--- src/rtl/video_mon_pkg.sv ---
// Shared constants and CRC-16-CCITT helper for the video frame monitor.
package video_mon_pkg;
  localparam logic [15:0] CRC_POLY = 16'h1021;
  localparam logic [15:0] CRC_INIT = 16'hFFFF;

  localparam logic [0:0] S_WAIT  = 1'b0;
  localparam logic [0:0] S_FRAME = 1'b1;

  // Absorbs data[nbits-1:0] MSB-first into crc; no reflection, no final XOR.
  function automatic logic [15:0] crc16_next(input logic [15:0] crc,
                                             input logic [15:0] data,
                                             input int          nbits);
    logic [15:0] c;
    c = crc;
    for (int i = 15; i >= 0; i--)
      if (i < nbits) c = {c[14:0], 1'b0} ^ ((c[15] ^ data[i]) ? CRC_POLY : 16'h0000);
    return c;
  endfunction
endpackage

--- src/rtl/video_frame_monitor_crc16_step.sv ---
// Combinational parallel CRC-16 update absorbing W data bits in one step.
module crc16_step
  import video_mon_pkg::*;
#(
  parameter int W = 9
) (
  input  logic [15:0]  crc_in,
  input  logic [W-1:0] data,
  output logic [15:0]  crc_out
);
  logic [15:0] data16;

  assign data16  = 16'(data);
  assign crc_out = crc16_next(crc_in, data16, W);
endmodule

--- src/rtl/video_frame_monitor.sv ---
// Raster monitor: line/frame timing, per-frame CRC-16 signature and stability flags.
// Optional CRC_COMPARE_EN adds expected_crc_i / sticky crc_mismatch_o.
module video_frame_monitor
  import video_mon_pkg::*;
#(
  parameter int RGB_W    = 9,
  parameter int HCNT_W   = 10,
  parameter int VCNT_W   = 10,
  parameter int SYNC_POL = 0
) (
  input  logic              clk_12mhz,
  input  logic              reset_n,
  input  logic              pix_ce_i,
  input  logic [RGB_W-1:0]  rgb_i,
  input  logic              hsync_i,
  input  logic              vsync_i,
  input  logic              hblank_i,
  input  logic              vblank_i,
  output logic [HCNT_W-1:0] h_total_o,
  output logic [HCNT_W-1:0] h_active_o,
  output logic [VCNT_W-1:0] v_active_o,
  output logic [15:0]       frame_crc_o,
  output logic [15:0]       frame_cnt_o,
  output logic              frame_done_o,
  output logic              stable_o,
  output logic              timing_err_o
`ifdef CRC_COMPARE_EN
  ,
  input  logic [15:0]       expected_crc_i,
  output logic              crc_mismatch_o
`endif
);
  logic [0:0]        state;
  logic              hs_q, vs_q, hs_lvl, vs_lvl, hedge, vedge, active, close;
  logic              line_act, have_prev, same;
  logic [HCNT_W-1:0] pix_cnt, act_cnt, h_total_q, h_act_q, pix_inc, act_inc, ht_n, ha_n;
  logic [VCNT_W-1:0] line_cnt, line_inc, lc_n;
  logic [15:0]       crc_q, crc_seed, crc_step, crc_d;

  assign hs_lvl = (SYNC_POL != 0) ? hsync_i : ~hsync_i;
  assign vs_lvl = (SYNC_POL != 0) ? vsync_i : ~vsync_i;
  assign hedge  = hs_lvl & ~hs_q;
  assign vedge  = vs_lvl & ~vs_q;
  assign active = ~hblank_i & ~vblank_i;
  assign close  = pix_ce_i & vedge & (state == S_FRAME);

  assign pix_inc  = (&pix_cnt) ? pix_cnt : pix_cnt + HCNT_W'(1);
  assign act_inc  = (active && !(&act_cnt)) ? act_cnt + HCNT_W'(1) : act_cnt;
  assign line_inc = (&line_cnt) ? line_cnt : line_cnt + VCNT_W'(1);

  // Frame close sees the line closed on the same sample.
  assign ht_n = hedge ? pix_inc : h_total_q;
  assign ha_n = (hedge && line_act) ? act_cnt : h_act_q;
  assign lc_n = (hedge && line_act) ? line_inc : line_cnt;
  assign same = (ht_n == h_total_o) && (ha_n == h_active_o) && (lc_n == v_active_o);

  // Edge pixel is hashed into the new frame.
  assign crc_seed = vedge ? CRC_INIT : crc_q;
  assign crc_d    = active ? crc_step : crc_seed;

  crc16_step #(.W(RGB_W)) u_crc (
    .crc_in  (crc_seed),
    .data    (rgb_i),
    .crc_out (crc_step)
  );

  always_ff @(posedge clk_12mhz or negedge reset_n) begin
    if (!reset_n) begin
      state        <= S_WAIT;
      hs_q         <= 1'b0;
      vs_q         <= 1'b0;
      pix_cnt      <= '0;
      act_cnt      <= '0;
      line_cnt     <= '0;
      line_act     <= 1'b0;
      h_total_q    <= '0;
      h_act_q      <= '0;
      crc_q        <= CRC_INIT;
      have_prev    <= 1'b0;
      h_total_o    <= '0;
      h_active_o   <= '0;
      v_active_o   <= '0;
      frame_crc_o  <= '0;
      frame_cnt_o  <= '0;
      frame_done_o <= 1'b0;
      stable_o     <= 1'b0;
      timing_err_o <= 1'b0;
    end else begin
      frame_done_o <= close;
      if (pix_ce_i && (state == S_FRAME || vedge)) crc_q <= crc_d;
      if (pix_ce_i) begin
        hs_q <= hs_lvl;
        vs_q <= vs_lvl;
        if (state == S_WAIT) begin
          if (vedge) begin
            state    <= S_FRAME;
            pix_cnt  <= '0;
            act_cnt  <= HCNT_W'(active);
            line_act <= active;
            line_cnt <= '0;
          end
        end else begin
          if (hedge) begin
            h_total_q <= pix_inc;
            pix_cnt   <= '0;
            act_cnt   <= HCNT_W'(active);
            line_act  <= active;
            if (line_act) begin
              h_act_q  <= act_cnt;
              line_cnt <= line_inc;
            end
          end else begin
            pix_cnt  <= pix_inc;
            act_cnt  <= act_inc;
            line_act <= line_act | active;
          end
          if (vedge) begin
            h_total_o    <= ht_n;
            h_active_o   <= ha_n;
            v_active_o   <= lc_n;
            frame_crc_o  <= crc_q;
            frame_cnt_o  <= frame_cnt_o + 16'd1;
            stable_o     <= have_prev & same;
            timing_err_o <= timing_err_o | (stable_o & ~same);
            have_prev    <= 1'b1;
            line_cnt     <= '0;
          end
        end
      end
    end
  end

`ifdef CRC_COMPARE_EN
  always_ff @(posedge clk_12mhz or negedge reset_n) begin
    if (!reset_n)                            crc_mismatch_o <= 1'b0;
    else if (close && crc_q != expected_crc_i) crc_mismatch_o <= 1'b1;
  end
`endif
endmodule
--- config.mk ---
export PLATFORM = sky130hd
export DESIGN_NAME = video_frame_monitor
export DESIGN_NICKNAME = d
export VERILOG_FILES = /design/src/rtl/video_mon_pkg.sv /design/src/rtl/video_frame_monitor_crc16_step.sv /design/src/rtl/video_frame_monitor.sv
export SDC_FILE = /design/constraint.sdc
export NUM_CORES = 1
export LEC_CHECK = 0
export CAP_MARGIN = 20
export CORE_MARGIN = 2
export CORE_UTILIZATION = 40
export DETAILED_ROUTE_END_ITERATION = 8
export GPL_TIMING_DRIVEN = 0
export MAX_ROUTING_LAYER = met4
export PLACE_DENSITY = 0.56
export SETUP_SLACK_MARGIN = 0.2
export SLEW_MARGIN = 25
export SYNTH_ARGS = -nofsm -noshare
export SYNTH_HDL_FRONTEND = slang
export SYNTH_SLANG_ARGS = --single-unit
--- constraint.sdc ---
create_clock -name clk_12mhz -period 5.5 [get_ports clk_12mhz]
set_input_delay 1.375 -clock clk_12mhz [delete_from_list [all_inputs] [get_ports clk_12mhz]]
set_output_delay 1.375 -clock clk_12mhz [all_outputs]
set_load 0.05 [all_outputs]
# Yosys cells after proc, flatten, opt, wreduce, memory -nomap -nowiden
# Cells that the tools add are included.
# W data, S select, Z words.
totals:
  out_inout_bits: 65
  reg_bits: 136
  wordCells: 112
  in_bits: 16
op_classes:
  n_reduce_logical: 19
  eq_ne: 4
  bitwise: 34
  mux: 32
  n_addsub: 4
ops:
  columns: ["cell", "count"]
  rows:
  - ["$mux W10", 16]
  - ["$xor A16 B16 Y16", 9]
  - ["$mux W13", 9]
  - ["$mux W16", 2]
  - ["$add A10 B1 Y10 const B", 3]
  - ["$eq A10 B10 Y1", 3]
  - ["$reduce_and A10 Y1", 3]
  - ["$add A16 B1 Y16 const B", 1]
  - ["$xor A1 B1 Y1", 9]
  - ["$reduce_and A4 Y1", 2]
  - ["$and A1 B1 Y1", 7]
  - ["$not A1 Y1", 7]
  - ["$reduce_and A3 Y1", 2]
  - ["$reduce_bool A2 Y1", 3]
  - ["$logic_and A1 B1 Y1", 5]
  - ["$mux W1", 5]
  - ["$reduce_and A2 Y1", 2]
  - ["$ne A3 B1 Y1 const B", 1]
  - ["$or A1 B1 Y1", 2]
  - ["$logic_not A1 Y1", 1]
  - ["$logic_or A1 B1 Y1", 1]

# Depth between registers and ports, before layout
# Gate-level depths: netlist of run 1.
logic_depth:
  word_depth: 31
  depth_mapped: 11
  ltp_nobuf: 9

# Modules after synthesis
# Synthesis of run 1 repeated with hierarchy kept, for this count alone.
unflattened:
  hier_cells: 852
  hier_area_um2: 7552.2
modules_own_cells:
  columns: ["module", "n_inst", "seq_area_each_um2", "cells_each", "area_per_inst_um2"]
  rows:
  - ["video_frame_monitor", 1, 3423.3, 825, 7293.2]
  - ["crc16_step", 1, 0.0, 27, 259.0]

# Worst setup path after synthesis of run 1
# No wires, ideal clock.
synth_timing:
  path_type: "input port to flip-flop"
  startpoint: "in hsync_i"
  endpoint: "reg timing_err_o"
  n_path_buf: 1
  t_arrival_ns: 3.286
  cell_stages: 9
  setup_time_ns: 0.120
  path_slack_ns: 2.094
  required_time_ns: 5.380
  path_cell_list: "or3b_1 -> buf_6 -> or4_4 -> o21ai_1 -> and4_1 -> o2111ai_1 -> nor4_2 -> nand4_1 -> a31o_1"
synth_between:
  elab_chain_len: 10
  elab_cells_between_ends: 14
  cone_classes: "eq/ne (3); mux (3); bitwise (5); reduce/logical (3)"
synth_lines:
  columns: ["element", "line_no", "text"]
  rows:
  - ["from (decl)", "video_frame_monitor.sv:15", "input logic hsync_i,"]
  - ["$not A1 Y1 (*)", "video_frame_monitor.sv:40", "assign hs_lvl = (SYNC_POL != 0) ? hsync_i : ~hsync_i;"]
  - ["$and A1 B1 Y1 (*)", "video_frame_monitor.sv:42", "assign hedge = hs_lvl & ~hs_q;"]
  - ["$logic_and A1 B1 Y1", "video_frame_monitor.sv:53, video_frame_monitor.sv:54", null]
  - ["$mux W10", "video_frame_monitor.sv:53", "assign ha_n = (hedge && line_act) ? act_cnt : h_act_q;"]
  - ["$eq A10 B10 Y1", "video_frame_monitor.sv:55", "assign same = (ht_n == h_total_o) && (ha_n == h_active_o) && (lc_n == v_active_o);"]
  - ["$logic_and A1 B1 Y1", "video_frame_monitor.sv:55", null]
  - ["$logic_and A1 B1 Y1 (*)", "video_frame_monitor.sv:55", null]
  - ["$not A1 Y1 (*)", "video_frame_monitor.sv:124", "timing_err_o <= timing_err_o | (stable_o & ~same);"]
  - ["$and A1 B1 Y1 (*)", "video_frame_monitor.sv:124", null]
  - ["$or A1 B1 Y1 (*)", "video_frame_monitor.sv:124", null]
  - ["to (signal assigned)", "video_frame_monitor.sv:124", null]
  - ["to (decl)", "video_frame_monitor.sv:26", "output logic timing_err_o"]
# Mark *: on every way between the ends. The rest lies on a longest branch, timed or not.
# A chain may end at the register's enable or synchronous reset.

# Worst setup path in the final report of run 1
# Same ends and word-level chain as after synthesis.

==> results of run 1 <==
-- per-stage QoR --
| stage | cells | utilization | instance area, µm² |
|---|---|---|---|
| after global placement | 1132 | 0.466 | 8320 |
| after floorplan | 823 | - | 7230 |
| after CTS | 1165 | 0.502 | 8960 |
| after global routing | 1165 | 0.502 | 8960 |
| final | 1165 | 0.502 | 8960 |
| after detailed placement | 1133 | 0.468 | 8350 |
-- worst paths after layout --
path                             from            to  cells after the start
hold / removal              have_prev     have_prev                      2
max in group asynchronous     reset_n     crc_q[15]                      2
setup reg to reg           pix_cnt[0]  timing_err_o                     11
setup / recovery              hsync_i  timing_err_o                     10
hold reg to reg             have_prev     have_prev                      2
min in group asynchronous     reset_n   line_cnt[8]                      1
-- critical path, delay by kind of cell --
kind / cells / cell delay [ns]
and+or+nand+nor: 5 / 1.45
buffers and inverters: 2 / 0.80
AOI/OAI and AO/OA: 3 / 0.87
-- state kept, by name, summed over array words and instances, names as in the netlist, 10 cells and up --
name	flops
frame_cnt_o	16
h_active_o	10
h_total_o	10
pix_cnt	10
act_cnt	10
h_act_q	10
frame_crc_o	16
h_total_q	10
v_active_o	10
line_cnt	10
crc_q	16
-- kinds of logic (layout without fill, tap and decap cells) --
kind of cell | Yosys count | after routing | synth area share
and+or+nand+nor | 345 | 345 | 0.214
AOI/OAI and AO/OA | 183 | 183 | 0.152
DFF | 136 | 136 | 0.473
xor gates and xnor gates | 81 | 81 | 0.0981
buffers and inverters | 58 | 171 | 0.0315
muxes | 16 | 16 | 0.0237
adders and majority gates | 4 | 4 | 0.00692
-- cell type report --
class,instances,area [µm²],area share
multi-input cells,629,3580,0.400
flip-flops and latches,136,3420,0.382
repair buffers,81,833,0.0930
clock buffers,20,467,0.0521
well taps,229,287,0.0320
plain buffers,44,175,0.0196
clock inverters,12,141,0.0158
inverters,14,52.6,0.00587
-- cells in the final DEF (no fill, tap or decap), types with 13 or more instances in the layout --
master,n
nand2_1,145
nand3_1,31
dfstp_2,16
a31oi_1,16
xnor2_1,52
dfrtp_1,120
clkbuf_1,37
nor2_1,96
clkbuf_16,17
a21oi_1,52
xor2_1,29
clkdlybuf4s50_1,79
inv_1,13
o21ai_0,63
-- layer usage --
layer / wire length (µm) / track usage / part of all wire
met1: 10000 / 0.326 / 0.49
met2: 9260 / 0.336 / 0.45
met3: 1000 / 0.0426 / 0.049
met4: 369 / 0.0682 / 0.018
met5: 0 / - / 0
-- power by group through the flow --
stage | combinational (W) | sequential [W] | clock (W)
after floorplan | 0.000637 | 0.00185 | 0
after global placement | 0.00148 | 0.00150 | 0
after detailed placement | 0.00148 | 0.00150 | 0
after CTS | 0.00149 | 0.00149 | 0.00120
after global routing | 0.00161 | 0.00152 | 0.00125
final | 0.00148 | 0.00149 | 0.00118
==> reports/metrics.yaml, run 1 <==
floorplanning:
  dieArea_mm2: 0.0192
  io_pins: 81
  die_w_um: 138
  core_area_mm2: 0.0178
  rows: 49
  die_h_um: 138
  start_util: 0.405
logic_synthesis:
  synth_nets: 843
  ys_seq_elements: 136
  synth_warnings: 0
  async_flop_share: 1.00
  synth_cells: 823
  yosysMostFrequentCell: "nand2_1"
  ys_types: 64
  yosys_most_used_dff: "dfrtp_1"
  synth_top_area_frac: 0.415
  synthTopCellsByCount: "nand2_1, dfrtp_1, nor2_1"
  syn_avg_cell_area_um2: 8.79
  syn-cell-area_mm2: 0.00723
  synth_edf_count: 0
  synth_seq_area_share: 0.473
  yosys.area.top_type: "dfrtp_1"
  synth_area_leaders: "dfrtp_1, nand2_1, xnor2_1, dfstp_2, nor2_1"
clocking:
  clock_path_buffers: 2
  cts_tree: "yes"
  clock_latency_ns: 0.43
  h-tree-depth: 4
  post_cts_buffers: 0
  clock_sinks: 136
  cts_inserted_buffers: 17
  clk_pin_slew_worst_paths_ns: 0.06
  cts_resized: 0
  cts_root_buf: "clkbuf_16"
  ctsHoldBuffers: 0
cells_and_area:
  antenna_cells: 0
  num-nets-final: 943
  area_growth_pct: 23.9
  fill_cells: 1698
  drive_gt1_frac: 0.0780
detailed_routing:
  drt-pass1-iter-count: 5
  vias_per_cell: 5.37
  via_count: 6257
  detail-route-antenna-nets: 0
  route.detailed.drc: 0
  wl_per_cell_um: 17.7
  drtIter0Drc: 563
  wirelength_um: 20600
timing:
  period_needed_ns: 4.19
  max_freq_mhz: 239
  slew_headroom: 0.321
  hold_slack_ns: 0.442
  fin_skew_ns: 0.00960
  tns_ns: 0
  fin_ws_ns: 1.31
  setup_viol: 0
  min_period_over_period: 0.761
  rsz0062_at_grt: "no"
  drv_slew: 0
  worst_pin_slew_ns: 1.01
  finalHoldViolCount: 0
global_routing:
  grt.overflow.total: 0
  grt_antenna_before_repair: 0
  grtUsageTotal: 0.230
  grt_max_degree: 70
  grt_pass1_vias: 6086
  grt_first_pass_wirelength_um: 34000
placed_design:
  hpwlAfterDp_um: 14600
  gp_congestion: 0.903
  io_buffers: 80
  post-place-ws_ns: 0.945
pwr:
  powerDensity_mw_per_mm2: 464
  pwr-share-comb: 0.357
  ir_drop_mv: 0.270
  seq_power_share: 0.359
  leakage_nw: 3.69
  netSwitchingFraction: 0.392
  power_w: 0.00415
  internal_power_w: 0.00252
  p_sw_w: 0.00163
  p_clk_frac: 0.284
setup_path:
  cpMostUsedCell: "nand4_1"
  crit_chain: "clkdlybuf4s50_1 > or2_2 > clkbuf_1 > nand3b_1 > nand4_1 > a2111oi_0 > o21ai_0 > nor4_2 > nand4_1 > a31o_1"
  cp-end-kind: "flip-flop"
  cp-start-kind: "input pin"
  critPathMaxFanout: 10
  cp_slowest_cell: "clkdlybuf4s50_1"
  reg2reg_slack_ns: 1.58
  slowest_delay_ns: 0.53
  worstSetupPathType: "input pin to flip-flop"
  required_ns: 5.82
  cp.arrival_ns: 4.50
hold_path:
  hold_class: "flip-flop to flip-flop"
outcome:
  outcome: "finished, final reports clean"
run:
  cap_violations: 0
Note: power is estimated with default switching activity, not from simulation.
==> inputs of run 2 (changes only) <==
- clock period: 5.5 -> 3.9 ns (I/O delays scaled with it)
==> reports/metrics.yaml, run 2 (synthesized netlist as in run 1, its figures left out) <==
outcome:
  outcome: "finished, final reports clean"
cells_and_area:
  reg_top3: "crc_q x16, frame_cnt_o x16, frame_crc_o x16"
  final_cell_mix: "nand2_1, dfrtp_1, nor2_1, clkdlybuf4s50_1, o21ai_0"
  area_growth_pct: 24.2
  register_area_mm2: 0.00342
  final_core_util: 0.503
  antenna_cells: 0
  drive_gt1_frac: 0.0854
  num-nets-final: 944
  multiInputGateArea_mm2: 0.00359
  final_cell_area_mm2: 0.00898
  fill_cells: 1698
  final_common_cell: "nand2_1"
global_routing:
  grt_first_pass_wirelength_um: 34000
  grt_antenna_before_repair: 0
  grt_max_degree: 70
  grt_pass1_vias: 6081
  grtUsageTotal: 0.229
  grt.overflow.total: 0
detailed_routing:
  drt-pass1-iter-count: 5
  via_count: 6305
  dr.max_layer_used: "met4"
  wl_met3_um: 894
  vias_per_cell: 5.41
  drtIter0Drc: 580
  wirelength_um: 20600
  dr_wl_met2_um: 9300
  route.detailed.drc: 0
  wl_per_cell_um: 17.7
  m1WireLength_um: 10100
  detail-route-antenna-nets: 0
setup_path:
  critPathMaxFanout: 9
  worstSetupPathType: "flip-flop to flip-flop"
  cp-end-kind: "flip-flop"
  required_ns: 4.22
  cp-start-kind: "flip-flop"
  cp.arrival_ns: 3.79
floorplanning:
  io_pins: 81
  rows: 49
  die_h_um: 138
  die_w_um: 138
  core_area_mm2: 0.0178
  dieArea_mm2: 0.0192
  start_util: 0.405
placed_design:
  placed_area_mm2: 0.00835
  gp_congestion: 0.903
  io_buffers: 80
  hpwlAfterDp_um: 14600
pwr:
  powerDensity_mw_per_mm2: 653
  ir_drop_mv: 0.378
  power_w: 0.00587
  leakage_nw: 3.72
timing:
  worst_pin_slew_ns: 1.02
  slew_headroom: 0.313
  fin_skew_ns: 0.0113
  setup_viol: 0
  drv_slew: 0
  min_period_over_period: 0.892
  max_freq_mhz: 288
  rsz0062_at_grt: "yes"
  finalHoldViolCount: 0
  period_needed_ns: 3.48
clocking:
  clk_pin_slew_worst_paths_ns: 0.06
  clock_latency_ns: 0.43
  cts_root_buf: "clkbuf_16"
  ctsHoldBuffers: 0
  cts_inserted_buffers: 17
  clock_path_buffers: 2
  cts_tree: "yes"
  clock_sinks: 136
  h-tree-depth: 4
run:
  cap_violations: 0
hold_path:
  hold_class: "flip-flop to flip-flop"
==> run 2: path summary, 6_finish.rpt <==
check                                 start           end  slack (ns)  cells past startpoint
worst max-delay path            line_cnt[1]  timing_err_o        0.42                     11
worst min-delay path              have_prev     have_prev        0.44                      2
worst max register to register  line_cnt[1]  timing_err_o        0.42                     11
worst min register to register    have_prev     have_prev        0.44                      2
max in group asynchronous           reset_n     crc_q[15]        2.63                      2
min in group asynchronous           reset_n   line_cnt[8]        0.49                      1
==> run 2: power breakdown <==
part	internal (W)	total, W	switching (W)
clock	0.00100	0.00167	0.000664
sequential	0.00178	0.00210	0.000327
combinational	0.000783	0.00210	0.00131
==> run 2: area by class of cell <==
| cell class | count | share of cell area |
|---|---|---|
| repair buffers | 82 | 0.0939 |
| plain buffers | 44 | 0.0201 |
| clock inverters | 12 | 0.0157 |
| well taps | 229 | 0.0319 |
| clock buffers | 20 | 0.0520 |
| inverters | 14 | 0.00585 |
| multi-input cells | 629 | 0.399 |
| flip-flops and latches | 136 | 0.381 |
==> run 2: critical path: stages, from the launching register on <==
cell and delay (ns):
dfrtp_1 0.48, ha_1 0.19, clkbuf_1 0.36, nand3_1 0.38
nor3_2 0.50, nor2_1 0.20, a21oi_1 0.18, o2111ai_1 0.14
nor4_2 0.41, nand4_1 0.13, buf_4 0.17, a31o_1 0.21
==> run 2: stage by stage <==
stage | hold WS (ns) | setup TNS (ns) | instances | setup WS, ns
after floorplan | 0.414 | 0 | 823 | 0.894
after global routing | 0.473 | 0 | 1166 | 0.188
after CTS | 0.446 | 0 | 1165 | 0.227
after global placement | 0.426 | -507.93 | 1132 | -3.95
after detailed placement | 0.431 | -1.01 | 1133 | -0.255
final | 0.442 | 0 | 1166 | 0.422
==> run 2: routing by layer <==
metal  vias up  GRT usage
met3        26     0.0426
met5         -          -
met4         0     0.0677
met1      3065      0.326
li1       3058          -
met2       156      0.336
==> run 2: timing repair <==
item / in CTS / in global routing
buffers inserted: 0 / 1
pin swaps: 2 / 3
resized for setup: 2 / 7
setup endpoints to repair: 2 / 6
